File: src/rtl/uart_rx_ctrl.sv
// UART receive sequencer: 2-flop sync, start-edge detect, mid-bit sampling of data/parity/stop.
// Latency: status pulses one clock after the mid-stop-bit sample (CLKS_PER_BIT/2 + (DATA_BITS+PARITY_EN+1)*CLKS_PER_BIT + 1 from START).
// Backpressure: none; the line cannot be stalled, so results are single-cycle pulses and data_out is held until the next frame.
module uart_rx_ctrl #(
    parameter int CLKS_PER_BIT = 868,
    parameter int DATA_BITS    = 8,
    parameter int PARITY_EN    = 0,
    parameter int PARITY_ODD   = 0
) (
    input  logic                 clk,
    input  logic                 reset,
    input  logic                 enable,
    input  logic                 rx_in,
    output logic                 strt_bit,
    output logic                 busy,
    output logic [DATA_BITS-1:0] data_out,
    output logic                 data_valid,
    output logic                 parity_err,
    output logic                 frame_err
);

    localparam int CW = $clog2(CLKS_PER_BIT);
    localparam int IW = $clog2(DATA_BITS);

    localparam logic [CW-1:0] HALF_TC  = CW'(CLKS_PER_BIT / 2 - 1);
    localparam logic [CW-1:0] FULL_TC  = CW'(CLKS_PER_BIT - 1);
    localparam logic [IW-1:0] LAST_IDX = IW'(DATA_BITS - 1);
    localparam logic          ODD      = (PARITY_ODD != 0);

    typedef enum logic [2:0] {
        IDLE,
        START,
        DATA,
        PARITY,
        STOP
    } state_t;

    state_t               state, state_nxt;
    logic                 rx_meta, rx_s, rx_prev;
    logic                 fall;
    logic [CW-1:0]        cnt, cnt_nxt;
    logic [IW-1:0]        idx, idx_nxt;
    logic [DATA_BITS-1:0] shreg, shreg_nxt;
    logic                 mismatch, mismatch_nxt;
    logic [DATA_BITS-1:0] data_out_nxt;
    logic                 strt_nxt, dv_nxt, pe_nxt, fe_nxt;

    // Line idles high, so the synchroniser and history flop reset to 1 to avoid a false edge.
    always_ff @(posedge clk or posedge reset) begin
        if (reset) begin
            rx_meta <= 1'b1;
            rx_s    <= 1'b1;
            rx_prev <= 1'b1;
        end else begin
            rx_meta <= rx_in;
            rx_s    <= rx_meta;
            rx_prev <= rx_s;
        end
    end

    assign fall = rx_prev & ~rx_s;
    assign busy = (state != IDLE);

    // State, timing counters, shift register and registered status pulses.
    always_ff @(posedge clk or posedge reset) begin
        if (reset) begin
            state      <= IDLE;
            cnt        <= '0;
            idx        <= '0;
            shreg      <= '0;
            mismatch   <= 1'b0;
            data_out   <= '0;
            strt_bit   <= 1'b0;
            data_valid <= 1'b0;
            parity_err <= 1'b0;
            frame_err  <= 1'b0;
        end else begin
            state      <= state_nxt;
            cnt        <= cnt_nxt;
            idx        <= idx_nxt;
            shreg      <= shreg_nxt;
            mismatch   <= mismatch_nxt;
            data_out   <= data_out_nxt;
            strt_bit   <= strt_nxt;
            data_valid <= dv_nxt;
            parity_err <= pe_nxt;
            frame_err  <= fe_nxt;
        end
    end

    // Next-state and sampling decisions; every sample is taken at a counter terminal count.
    always_comb begin
        state_nxt    = state;
        cnt_nxt      = cnt;
        idx_nxt      = idx;
        shreg_nxt    = shreg;
        mismatch_nxt = mismatch;
        data_out_nxt = data_out;
        strt_nxt     = 1'b0;
        dv_nxt       = 1'b0;
        pe_nxt       = 1'b0;
        fe_nxt       = 1'b0;
        case (state)
            IDLE: begin
                // Edge is only honoured while armed; it is not latched for later.
                if (fall && enable) begin
                    state_nxt    = START;
                    cnt_nxt      = '0;
                    mismatch_nxt = 1'b0;
                end
            end
            START: begin
                if (cnt == HALF_TC) begin
                    if (!rx_s) begin
                        strt_nxt  = 1'b1;
                        cnt_nxt   = '0;
                        idx_nxt   = '0;
                        state_nxt = DATA;
                    end else begin
                        // Line already back high at mid-bit: treat as a glitch.
                        state_nxt = IDLE;
                    end
                end else begin
                    cnt_nxt = cnt + 1'b1;
                end
            end
            DATA: begin
                if (cnt == FULL_TC) begin
                    cnt_nxt        = '0;
                    shreg_nxt[idx] = rx_s;
                    if (idx == LAST_IDX) begin
                        state_nxt = (PARITY_EN != 0) ? PARITY : STOP;
                    end else begin
                        idx_nxt = idx + 1'b1;
                    end
                end else begin
                    cnt_nxt = cnt + 1'b1;
                end
            end
            PARITY: begin
                if (cnt == FULL_TC) begin
                    cnt_nxt      = '0;
                    mismatch_nxt = rx_s ^ (^shreg) ^ ODD;
                    state_nxt    = STOP;
                end else begin
                    cnt_nxt = cnt + 1'b1;
                end
            end
            STOP: begin
                if (cnt == FULL_TC) begin
                    cnt_nxt      = '0;
                    data_out_nxt = shreg;
                    state_nxt    = IDLE;
                    if (rx_s) begin
                        dv_nxt = 1'b1;
                        pe_nxt = mismatch;
                    end else begin
                        fe_nxt = 1'b1;
                    end
                end else begin
                    cnt_nxt = cnt + 1'b1;
                end
            end
            default: state_nxt = IDLE;
        endcase
    end

endmodule

File: config.mk
export PLATFORM = sky130hd
export DESIGN_NAME = uart_rx_ctrl
export DESIGN_NICKNAME = d
export VERILOG_FILES = /design/src/rtl/uart_rx_ctrl.sv
export SDC_FILE = /design/constraint.sdc
export NUM_CORES = 1
export LEC_CHECK = 0
export ABC_AREA = 1
export CORE_AREA = 2 2 65 67
export DETAILED_ROUTE_END_ITERATION = 16
export DIE_AREA = 0 0 67 69
export MAX_ROUTING_LAYER = met4
export PLACE_DENSITY_LB_ADDON = 0.25
export SLEW_MARGIN = 25
export SYNTH_ARGS = -nofsm -noshare
export SYNTH_HDL_FRONTEND = slang
export SYNTH_SLANG_ARGS = --single-unit
export TNS_END_PERCENT = 30
File: constraint.sdc
create_clock -name clk -period 1.74 [get_ports clk]
set_input_delay 0.348 -clock clk [delete_from_list [all_inputs] [get_ports clk]]
set_output_delay 0.348 -clock clk [all_outputs]
set_load 0.1 [all_outputs]
==> summary.md, run 1 <==
| Metric | Value |
|---|---|
| Status | `completed` |
| Most common cell after layout, fill and taps aside | `nand2_1` |
| Slew @ Worst Pin | `~300 ps` |
| Crit-path max cell delay | `470 ps` |
| Pwr Density | `1210 nW/um^2` |
| Ys Warns | `0` |
| Leak | `1.34 nW` |
| MaxCap Viol Count | `0` |
| Max Transition Viols Final | `0` |
| Synthesized Nets | `slightly below 300` |
| Cts hold-fix bufs | `0` |
| Crit-path max FO | `6` |
| Slowest library cell on the worst path | `dfrtp_1` |
| WP data arrival | `between 1000 and 1500 ps` |
| Starting Density | `56.1%` |
| Worst Setup Slack, final | `142 ps` |
| Die height | `69 microns` |
| Total number of vias | `approximately 2000` |
| Worst Path Buf+Inv | `1` |
| Fin crit period | `1600 ps` |
| Skew-Pair Late Insertion Delay | `approximately 290 ps` |
| Synth area leaders | `dfrtp_1, nand2_1, nand3_1, inv_1, dfstp_2` |
| Critical Path RT | `1390 ps` |
| GRT Residual Overflow | `0` |
| Clk_skew | `6.11 ps` |
| Hold Vio Cnt, Final | `0` |
| Post-synthesis cell type count | `27` |
| Core Area | `3910 sq um` |
| Post-DP Area | `2570 sq um` |
| GRT Total Usage | `23.1%` |
| Detail Placement HPWL | `3.29 mm` |
| Clock sink count | `40` |
| Top-area cell type share of the netlist area | `42.2%` |
| Total I/O pin count | `17` |
| Avg Inst Size Synth | `7.59 sq um` |
| Final setup TNS | `0 ps` |
| Clk buf depth | `2` |
| Initial antenna violation count | `0` |
| Commonest non-fill, non-tap cells in the layout | `nand2_1, nand3_1, dfrtp_1` |
| Final setup vio count | `0` |
| Via density | `5.36` |
| DRC | `0` |
| Area leader, netlist | `dfrtp_1` |
| Diode count | `0` |
| Setup crit end kind | `output pin` |
| CTS tree | `yes` |
| Finished layout cell area | `2670 sq um` |
| FF-to-FF setup slack | `150 ps` |
| Cell row count | `23` |
| DIE WIDTH | `~67 microns` |
| CP top delay family | `flip-flops` |
| CP cell instances | `nor2_1 > nand2_2 > buf_12` |
| Worst slew margin | `79.8%` |
| Root buf cell | `clkbuf_8` |
| Fmax achieved | `roughly 630 MHz` |
| GPL Wtd Cong | `0.918` |
| Initial DRC Count | `141` |
| Fillers | `331` |
| Number of buffers created by CTS | `5` |
| Startpoint types | `flip-flop` |
| Final ANT Viol Nets | `0` |
| Seq/Total Area, Yosys | `a little under half` |
| Seq cells post-synth | `40` |
| Drt pass-1 iters | `4` |
| Final period util | `91.8%` |
| Cells after synthesis | `289` |
| First-pass GRT wire length | `between 8 and 9 mm` |
| Placed Cells | `357` |
| HP Class | `reg2reg` |
| Number of port buffers | `16` |
| Clk pin slew, worst setup/hold paths | `70 ps` |
| Die Area | `4620 sq um` |
| Vias in the first global route | `1818` |
| VDD IR max | `~1.8 mV` |
| Finished Layout Cells | `366` |
| DR WL/cell | `roughly 13 microns` |
| Share of cells above drive strength 1 | `between 10% and 20%` |
| P&R area growth vs syn | `21.7%` |
| RSZ-0062 raised after global routing | `no` |
| Largest net degree at the start of global routing | `41` |
| Post-Route WL | `4.58 mm` |
| CP Class | `reg2out` |
| Post-place setup slack | `39.2 ps` |
| Fin nets | `324` |
| Htree depth | `2` |
| Cell Area, Synth | `2190 sq um` |
worst reg2reg max path, cell delays in order (launching register included):
cell and delay (ps):
dfrtp_1 460, ha_1 240, ha_1 170, or2_1 270, o21ai_2 130, nand2_2 100, nand2_1 70, nand2_1 50
final timing paths:
kind | from | to | cells past startpoint
worst min-delay path | rx_meta$_DFF_PP1_ | rx_s$_DFF_PP1_ | 0
worst max-delay path | state[1]$_DFFE_PP0P_ | busy | 3
worst max register to register | idx[0]$_DFFE_PP0P_ | idx[0]$_DFFE_PP0P_ | 7
min in group asynchronous | reset | data_out[7]$_DFFE_PP0P_ | 3
max in group asynchronous | reset | rx_prev$_DFF_PP1_ | 3
worst min register to register | rx_meta$_DFF_PP1_ | rx_s$_DFF_PP1_ | 0
report_power, final:
group	total [mW]	switching (mW)	internal (mW)
Combinational	1.43	0.951	0.481
Clock	0.570	0.298	0.272
Sequential	1.23	0.174	1.06
Total	3.24	1.42	1.81
layer usage:
metal  routed length (microns)  part of all wire, %  vias to the layer above  global-route usage [%]
met1                      2170                   47                      903                    32.5
met4                       114                  2.5                        0                    8.16
met2                      2050                   45                       62                    32.8
met3                       239                  5.2                       15                    5.38
met5                         0                    0                        -                       -
li1                          -                    -                      983                       -
registers in the layout, indices dropped and copies added (netlist names), 3 cells and up:
name and cells:
cnt 10, data_out 8, shreg 8, idx 3, state 3
layout make-up:
| class | instances | area, sq um | area share (%) |
|---|---|---|---|
| multi-input cells | 207 | 1020 | 38.1 |
| clock inverters | 1 | 5.00 | 0.187 |
| flip-flops and latches | 40 | 1000 | 37.6 |
| repair buffers | 25 | 370 | 13.9 |
| well taps | 50 | 62.6 | 2.34 |
| inverters | 37 | 139 | 5.20 |
| clock buffers | 6 | 72.6 | 2.72 |
timing repair:
action | 4_1_cts | 5_1_grt
endpoints found under the setup margin | 0 | 22
gates resized for setup | 0 | 4
buffers inserted | 0 | 1
logic make-up (layout without fill, tap and decap cells):
| logic type | count (synthesis) | count (layout) | synth area share [%] |
|---|---|---|---|
| simple gates | 177 | 178 | 36.5 |
| xor+xnor | 4 | 4 | 1.60 |
| fa+ha+maj | 4 | 4 | 2.28 |
| flops | 40 | 40 | 45.8 |
| buf+inv | 43 | 69 | 8.61 |
| compound gates | 21 | 21 | 5.19 |
synth_stat cells:
cell,count
nor3b_2,1
nor3_2,2
dfrtp_1,37
ha_1,4
dfstp_2,3
nor3_1,1
nand2_2,6
clkbuf_1,1
o211ai_1,1
nor4_1,1
nor2_1,21
nand4_1,10
xor2_1,4
nand2_1,90
nand3_1,40
buf_2,1
buf_4,1
nor2_2,2
or2_1,1
o21ai_2,1
a21o_1,1
o21ai_1,14
inv_1,34
nor2_4,2
inv_2,3
o21ai_0,4
buf_6,3
metrics by stage:
step / hold WS (ps) / power, mW / utilization (%)
finish: 359 / 3.24 / 68.3
global route: 366 / 3.48 / 68.3
CTS: 361 / 3.24 / 67.7
detailed placement: 347 / 2.65 / 65.7
global placement: 349 / 2.62 / 65.7
floorplan: 345 / 2.23 / -
Note: power is estimated with default switching activity, not from simulation.
==> inputs of run 2 (changes only) <==
--- a/config.mk
+++ b/config.mk
@@ -6,12 +6,12 @@
 export NUM_CORES = 1
 export LEC_CHECK = 0
 export ABC_AREA = 1
-export CORE_AREA = 2 2 65 67
+export CORE_AREA = 2 2 67 69
 export DETAILED_ROUTE_END_ITERATION = 16
-export DIE_AREA = 0 0 67 69
+export DIE_AREA = 0 0 69 71
 export MAX_ROUTING_LAYER = met4
 export PLACE_DENSITY_LB_ADDON = 0.25
-export SLEW_MARGIN = 25
+export SLEW_MARGIN = 20
 export SYNTH_ARGS = -nofsm -noshare
 export SYNTH_HDL_FRONTEND = slang
 export SYNTH_SLANG_ARGS = --single-unit
==> run 2 against run 1 <==
Effect of this change:
- fmax down 2.5%
- sequential share of layout area down 0.98 points
- die area up 6.0%
- via count down 0.61%
- critical path depth up 5
- final cell count up 2.2%
- critical path type is now reg2reg
==> summary.md, run 2 (same netlist as run 1, synthesis figures left out) <==
| Metric | Value |
|---|---|
| CP Class | `reg2reg` |
| Share of cells above drive strength 1 | `18.9% (+2.5 points)` |
| Drt pass-1 iters | `4 (unchanged)` |
| Total number of vias | `1951 (-0.61%)` |
| Die Area | `4900 sq um (+6.0%)` |
| Initial antenna violation count | `0 (unchanged)` |
| Final ANT Viol Nets | `0 (unchanged)` |
| Clk buf depth | `2 (unchanged)` |
| Number of buffers created by CTS | `5 (unchanged)` |
| Cell row count | `24 (+4.3%)` |
| Clock sink count | `40 (unchanged)` |
| Largest net degree at the start of global routing | `25 (-39%)` |
| Most frequent cell on the critical path | `nand3_1` |
| Root buf cell | `clkbuf_8` |
| Total I/O pin count | `17 (unchanged)` |
| Critical Path RT | `1920 ps (+530 ps)` |
| Fin nets | `329 (+1.5%)` |
| Detail Placement HPWL | `3.25 mm (-1.1%)` |
| Via density | `5.22 (-2.7%)` |
| Post-Route WL | `4.50 mm (-1.7%)` |
| WP data arrival | `1820 ps (+570 ps)` |
| First-pass GRT wire length | `7.90 mm (-2.8%)` |
| GRT Total Usage | `20.5% (-2.6 points)` |
| Skew-Pair Late Insertion Delay | `290 ps (about the same)` |
| CTS tree | `yes` |
| CP top delay family | `simple AND/OR/NAND/NOR gates` |
| Vias in the first global route | `1785 (-1.8%)` |
| MaxCap Viol Count | `0 (unchanged)` |
| Hold Vio Cnt, Final | `0 (unchanged)` |
| VDD IR max | `1.86 mV (+4.9%)` |
| Crit-path max FO | `8 (+2)` |
| Fmax achieved | `610 MHz (-2.5%)` |
| Starting Density | `52.2% (-3.9 points)` |
| Fin crit period | `1640 ps (+40.3 ps)` |
| Final setup TNS | `0 ps (unchanged)` |
| Worst slew margin | `73.4% (-6.4 points)` |
| Most common cell after layout, fill and taps aside | `nand2_1` |
| DR WL/cell | `12.0 microns (-3.8%)` |
| Slew @ Worst Pin | `397 ps (+95.0 ps)` |
| Largest registers | `cnt: 10 flops, data_out: 8 flops, shreg: 8 flops` |
| Setup crit end kind | `flip-flop` |
| Status | `completed` |
| Clk pin slew, worst setup/hold paths | `80 ps (about the same)` |
| Commonest non-fill, non-tap cells in the layout | `nand2_1, nand3_1, dfrtp_1` |
| Htree depth | `2 (unchanged)` |
| DRC | `0 (unchanged)` |
| HP Class | `reg2reg` |
| Startpoint types | `flip-flop` |
| Post-DP Area | `2580 sq um (+0.19%)` |
| FF-to-FF setup slack | `100 ps (-50 ps)` |
| Clk_skew | `8.80 ps (+2.69 ps)` |
| Worst Setup Slack, final | `102 ps (-40.3 ps)` |
| Pwr Density | `1250 nW/um^2 (+3.6%)` |
| Post-place setup slack | `43.2 ps (+3.98 ps)` |
| Placed Cells | `361 (+1.1%)` |
| Diode count | `0 (unchanged)` |
| Final setup vio count | `0 (unchanged)` |
| DIE WIDTH | `69 microns (+3.0%)` |
| Core Area | `4200 sq um (+7.4%)` |
| P&R area growth vs syn | `25.1%` |
| Finished layout cell area | `2750 sq um (+2.8%)` |
| Max reg flops | `10 (unchanged)` |
| Final period util | `94.2% (+2.3 points)` |
| Slowest library cell on the worst path | `dfrtp_1` |
| Die height | `71 microns (+2.9%)` |
| Leak | `1.38 nW (+2.8%)` |
| Initial DRC Count | `175 (+24%)` |
| Number of port buffers | `16 (unchanged)` |
| Max Transition Viols Final | `0 (unchanged)` |
| CP cell instances | `ha_2 > nand3_1 > nor2_1 > nand2_2 > nor2_2 > nand3_1 > nand2_1 > o21ai_1` |
| Worst Path Buf+Inv | `0 (-1)` |
| Most flop-heavy register | `cnt` |
| Crit-path max cell delay | `390 ps (-80 ps)` |
| Final core utilization | `65.3% (-2.9 points)` |
| Finished Layout Cells | `374 (+2.2%)` |
| GRT Residual Overflow | `0 (unchanged)` |
| GPL Wtd Cong | `0.862 (-6.1%)` |
## run 2: cell types whose count changed in the layout (fill, tap and decap cells not counted), sizes merged
cell and delta:
buf +5, bufinv +1
## run 2: what timing repair did
item,4_1_cts,5_1_grt
setup buffers,0,4
hold buffers,0,0
endpoints found under the setup margin,0,24
resized for setup,0,5
## run 2: per-stage QoR
| step | total power [mW] | hold WS [ps] |
|---|---|---|
| 6_report | 3.45 | 361 |
| 3_5_place_dp | 2.65 | 348 |
| 2_1_floorplan | 2.23 | 345 |
| 3_3_place_gp | 2.62 | 348 |
| 5_1_grt | 3.70 | 363 |
| 4_1_cts | 3.45 | 362 |
## run 2: area by class of cell
class / count / area [sq um]
clock buffer: 6 / 82.6
inverter: 37 / 139
tap: 52 / 65.1
fill: 360 / 1460
clock inverter: 2 / 38.8
sequential: 40 / 1010
multi-input combinational: 207 / 1020
timing repair buffer: 30 / 395
## run 2: power by group
part | internal [mW] | total [mW] | switching, mW | leakage, nW
clock | 0.469 | 0.795 | 0.326 | 0.0614
sequential | 1.06 | 1.22 | 0.163 | 0.541
combinational | 0.480 | 1.43 | 0.948 | 0.781
total | 2.01 | 3.45 | 1.44 | 1.38
## run 2: worst register-to-register path, delay by kind of cell, from the launching register on
family                     cells  cell delay, ps
adders and majority gates      1             230
AOI/OAI and AO/OA              1              60
and+or+nand+nor                6             860
DFF                            1             390
## run 2: worst paths after layout
check | startpoint | to | cells after the start
max in group asynchronous | reset | cnt[4]$_DFFE_PP0P_ | 3
max | cnt[1]$_DFFE_PP0P_ | shreg[3]$_DFFE_PP0P_ | 8
min reg2reg | rx_meta$_DFF_PP1_ | rx_s$_DFF_PP1_ | 0
min in group asynchronous | reset | data_out[2]$_DFFE_PP0P_ | 3
max reg2reg | cnt[1]$_DFFE_PP0P_ | shreg[3]$_DFFE_PP0P_ | 8
min | rx_meta$_DFF_PP1_ | rx_s$_DFF_PP1_ | 0
## run 2: layer usage
| layer | vias to the layer above | track usage, % | wire length [microns] |
|---|---|---|---|
| li1 | 989 | - | - |
| met1 | 902 | 28.3 | 2180 |
| met2 | 55 | 31.2 | 2080 |
| met3 | 5 | 4.27 | 203 |
| met4 | 0 | 5.01 | 41 |
| met5 | - | - | 0 |
